==> src/rtl/tt_sweep_capture.sv <==
// Truth-table sweeper: steps a 4-input network through all 16 minterms,
// captures its output per minterm and compares against an expected table.
module tt_sweep_capture #(
    parameter int unsigned SETTLE = 0
) (
    input  logic        clk,
    input  logic        rst,
    input  logic        start,
    input  logic [15:0] exp_tt,
    output logic [3:0]  x,
    input  logic        y_in,
    output logic        busy,
    output logic        res_valid,
    input  logic        res_ready,
    output logic [15:0] tt,
    output logic        match
);

    typedef enum logic [1:0] {
        IDLE,
        SWEEP,
        HOLD
    } state_t;

    localparam logic [3:0] SETTLE_W = 4'(SETTLE);

    state_t      state;
    state_t      state_next;
    logic [3:0]  wait_cnt;
    logic [15:0] exp_q;
    logic        sample;
    logic        last;
    logic [15:0] tt_full;

    always_ff @(posedge clk or posedge rst) begin
        if (rst) begin
            state <= IDLE;
        end else begin
            state <= state_next;
        end
    end

    // sample fires on the final cycle of each minterm's settle window
    always_comb begin
        state_next = state;
        sample     = 1'b0;
        last       = 1'b0;
        case (state)
            IDLE: begin
                if (start) begin
                    state_next = SWEEP;
                end
            end
            SWEEP: begin
                sample = (wait_cnt == SETTLE_W);
                last   = sample && (x == 4'hF);
                if (last) begin
                    state_next = HOLD;
                end
            end
            HOLD: begin
                if (res_ready) begin
                    state_next = IDLE;
                end
            end
            default: state_next = IDLE;
        endcase
    end

    // match is evaluated on the final sample edge, so bit 15 comes straight from y_in
    always_comb begin
        tt_full     = tt;
        tt_full[15] = y_in;
    end

    always_ff @(posedge clk or posedge rst) begin
        if (rst) begin
            x        <= 4'h0;
            wait_cnt <= 4'h0;
            exp_q    <= 16'h0000;
            tt       <= 16'h0000;
            match    <= 1'b0;
        end else begin
            case (state)
                IDLE: begin
                    if (start) begin
                        exp_q    <= exp_tt;
                        x        <= 4'h0;
                        wait_cnt <= 4'h0;
                        tt       <= 16'h0000;
                    end
                end
                SWEEP: begin
                    if (sample) begin
                        tt[x]    <= y_in;
                        wait_cnt <= 4'h0;
                        if (last) begin
                            x     <= 4'h0;
                            match <= (tt_full == exp_q);
                        end else begin
                            x <= x + 4'h1;
                        end
                    end else begin
                        wait_cnt <= wait_cnt + 4'h1;
                    end
                end
                default: begin
                end
            endcase
        end
    end

    assign busy      = (state == SWEEP);
    assign res_valid = (state == HOLD);

endmodule

==> config.mk <==
export PLATFORM = sky130hd
export DESIGN_NAME = tt_sweep_capture
export DESIGN_NICKNAME = d
export VERILOG_FILES = /design/src/rtl/tt_sweep_capture.sv
export SDC_FILE = /design/constraint.sdc
export NUM_CORES = 1
export LEC_CHECK = 0
export CAP_MARGIN = 40
export CORE_MARGIN = 2
export CORE_UTILIZATION = 50
export DETAILED_ROUTE_END_ITERATION = 10
export DONT_BUFFER_PORTS = 1
export HOLD_SLACK_MARGIN = 0.08
export PLACE_DENSITY_LB_ADDON = 0.05
export SKIP_CTS_REPAIR_TIMING = 1
export SLEW_MARGIN = 15
export SYNTH_ARGS = -nofsm -noshare
export SYNTH_HDL_FRONTEND = slang
export SYNTH_SLANG_ARGS = --single-unit
==> constraint.sdc <==
create_clock -name clk -period 4.35 [get_ports clk]
set_input_delay 1.0875 -clock clk [delete_from_list [all_inputs] [get_ports clk]]
set_output_delay 1.0875 -clock clk [all_outputs]
set_load 0.03 [all_outputs]
==> run_results.csv <==
group,metric,value,unit
run_status,outcome,"finished, final reports clean",
setup_path,worstSetupEndpointType,"primary output",
clock_tree,cts_sinks,43,
power_and_ir_drop,p_leak,0.940,nW
placed_design,placement.io_buffers,0,
sta,grt_setup_unrepaired,"false",
power_and_ir_drop,vdd_drop_max,0.363,mV
floorplan,die_w,69.4,um
final_layout,layout_commonest_cell,"dfrtp_1",
clock_tree,cts_tree,"built",
flow_run,maxCapViolCount,0,
clock_tree,clk_latency,0.29,ns
floorplan,initial_utilization,52.7,%
min_path,hp-class,"flop to flop",
drt,viasPerCell,5.69,
power_and_ir_drop,seqPwrFrac,47.3,%
final_layout,nets,230,
final_layout,drive_gt1_share,17.2,%
placed_design,place_hpwl,3.13,mm
drt,first_iter_violations,80,
sta,setup_violations,0,
drt,vias,1444,
synthesis,synth_area,2140,um2
synthesis,yosys.area.top_type_share,50.3,%
clock_tree,cts_max_level,2,
global_route,track_usage,19.3,%
synthesis,synth_cell_types,33,
global_route,grt_max_degree,24,
power_and_ir_drop,switching_share,43.2,%
power_and_ir_drop,power.density,807,nW/um2
power_and_ir_drop,switchingPower,0.804,mW
floorplan,core,4060,um2
synthesis,synth.area.top_cells,"dfrtp_1 50%, mux2_2 8.9%, xnor2_1 6.5%, o21ai_1 5.6%, o21ai_0 4.0%",
global_route,antenna_found_initial,0,
setup_path,cp_max_fo,22,
sta,maxSlewHeadroom,45.1,%
placed_design,routabilityCongestion,0.851,
global_route,grt_pass1_wl,7.27,mm
sta,min_period_over_period,63.3,%
clock_tree,ctsRootBufferMaster,"clkbuf_8",
synthesis,synthCells,202,
global_route,grt_pass1_vias,1510,
synthesis,syn_nets,229,
sta,max_freq,0.363,GHz
sta,report.final.slew_viol_count,0,
power_and_ir_drop,p_int,1.06,mW
floorplan,die_h,69.4,um
synthesis,yosys.area.top_type,"dfrtp_1",
final_layout,diodes,0,
floorplan,dieArea,4820,um2
sta,hold_violations,0,
placed_design,dpl_cell_area,2190,um2
drt,firstDrtPassIters,4,
setup_path,cp.required,3.26,ns
drt,drc,0,
power_and_ir_drop,combPwrFrac,36.0,%
setup_path,crit_path_start_kind,"flop",
final_layout,final_cell_area,2310,um2
clock_tree,cts_inserted_buffers,5,
power_and_ir_drop,p_clk_share,16.8,%
synthesis,yosysSeqAreaShare,50.3,%
clock_tree,clkTransAtPathRegs,0.08,ns
synthesis,ys_warn_count,0,
power_and_ir_drop,finalPower,1.86,mW
global_route,gr-total-overflow,0,
floorplan,io_pins,44,
final_layout,final_cell_mix,"43 x dfrtp_1, 24 x o21ai_1, 17 x mux2_2, 17 x o21ai_0, 16 x xnor2_1",
sta,skew,0.00619,ns
final_layout,syn2layout_area_growth,7.84,%
setup_path,cp.arrival,1.66,ns
floorplan,num_rows,23,
synthesis,avgSynthCellArea,10.6,um2
sta,fin_crit,2.75,ns
drt,drtAntennaViolNets,0,
sta,max_slew.worst_pin.slew,0.823,ns
clock_tree,cts.path.max_buffers,2,
sta,setup_tns,0,ns
drt,wire_per_inst,16.6,um
drt,routed_wl,4.22,mm
synthesis,synth-seq-cells,43,
setup_path,path_class,"flop to primary output",
## path summary, 6_finish.rpt
check | start | to | slack, ns | cells past startpoint
worst max-delay path | state[1] | busy | 1.60 | 2
worst min-delay path | exp_q[6] | exp_q[6] | 0.53 | 1
worst max register to register | state[1] | tt[6] | 1.81 | 5
worst min register to register | exp_q[6] | exp_q[6] | 0.53 | 1
max in group asynchronous | rst | tt[5] | 3.17 | 2
min in group asynchronous | rst | wait_cnt[3] | 0.62 | 1
## worst max-delay path: stages (launching register included)
cell	delay (ns)
dfrtp_1	0.40
nand2b_1	0.50
inv_2	0.46
## metrics by stage
step           hold WS, ns  utilization [%]  setup WS (ns)  std cells
2_1_floorplan        0.502                -           2.26        202
3_3_place_gp         0.511             53.3           1.89        245
3_5_place_dp         0.517             54.0           1.81        246
4_1_cts              0.535             56.9           1.57        254
5_1_grt              0.552             56.9           1.42        254
6_report             0.530             56.9           1.60        254
## cell type report
class                      count  area (um2)
clock buffer                   6        82.6
clock inverter                 2        35.0
fill                         362        1750
inverter                       8        30.0
multi-input combinational    142         978
sequential                    43        1080
tap                           50        62.6
timing repair buffer           3        42.5
## cells by family after synthesis
group	after synthesis	share of synthesized area, %
AOI/OAI and AO/OA	63	15.8
xor gates and xnor gates	16	6.55
adders and majority gates	6	3.51
buffers and inverters	17	3.98
DFF	43	50.3
muxes	17	8.95
and+or+nand+nor	40	10.9
## power by group through the flow
stage | registers [mW] | logic, mW | clock network, mW
after detailed placement | 0.893 | 0.669 | 0
after CTS | 0.885 | 0.676 | 0.324
final | 0.881 | 0.670 | 0.312
after floorplan | 0.829 | 0.599 | 0
after global placement | 0.886 | 0.652 | 0
after global routing | 0.909 | 0.772 | 0.342
## cell usage after synthesis
library cell,instances
a31oi_1,4
nand2b_1,4
nor4_1,1
nor2_1,4
o31ai_1,2
nand4_1,5
nor2b_1,3
buf_4,3
or3_1,1
and3_1,1
a21o_1,2
buf_6,1
xnor2_1,16
inv_2,1
a21oi_2,1
nor4_2,1
nor3b_2,1
clkbuf_1,3
o21ai_1,24
inv_1,7
and2_1,1
nand3_1,4
o21ai_0,17
dfrtp_1,43
o41ai_1,1
mux2_2,17
ha_1,6
nor3b_4,1
nand2_1,11
buf_2,2
and3_2,1
a21oi_1,12
or2_2,1
## state kept, by name, summed over array words and instances, names as in the netlist
register and flops:
state 2, x 4, tt 16, exp_q 16
wait_cnt 4, match 1
## routing by layer
| layer | vias up | GRT usage [%] | routed length [um] |
|---|---|---|---|
| met5 | - | 0 | 0 |
| met4 | 0 | 7.84 | 30 |
| met3 | 2 | 5.52 | 279 |
| met2 | 44 | 29.4 | 2040 |
| met1 | 687 | 26.1 | 1870 |
| li1 | 711 | - | - |
Note: power is estimated with default switching activity, not from simulation.
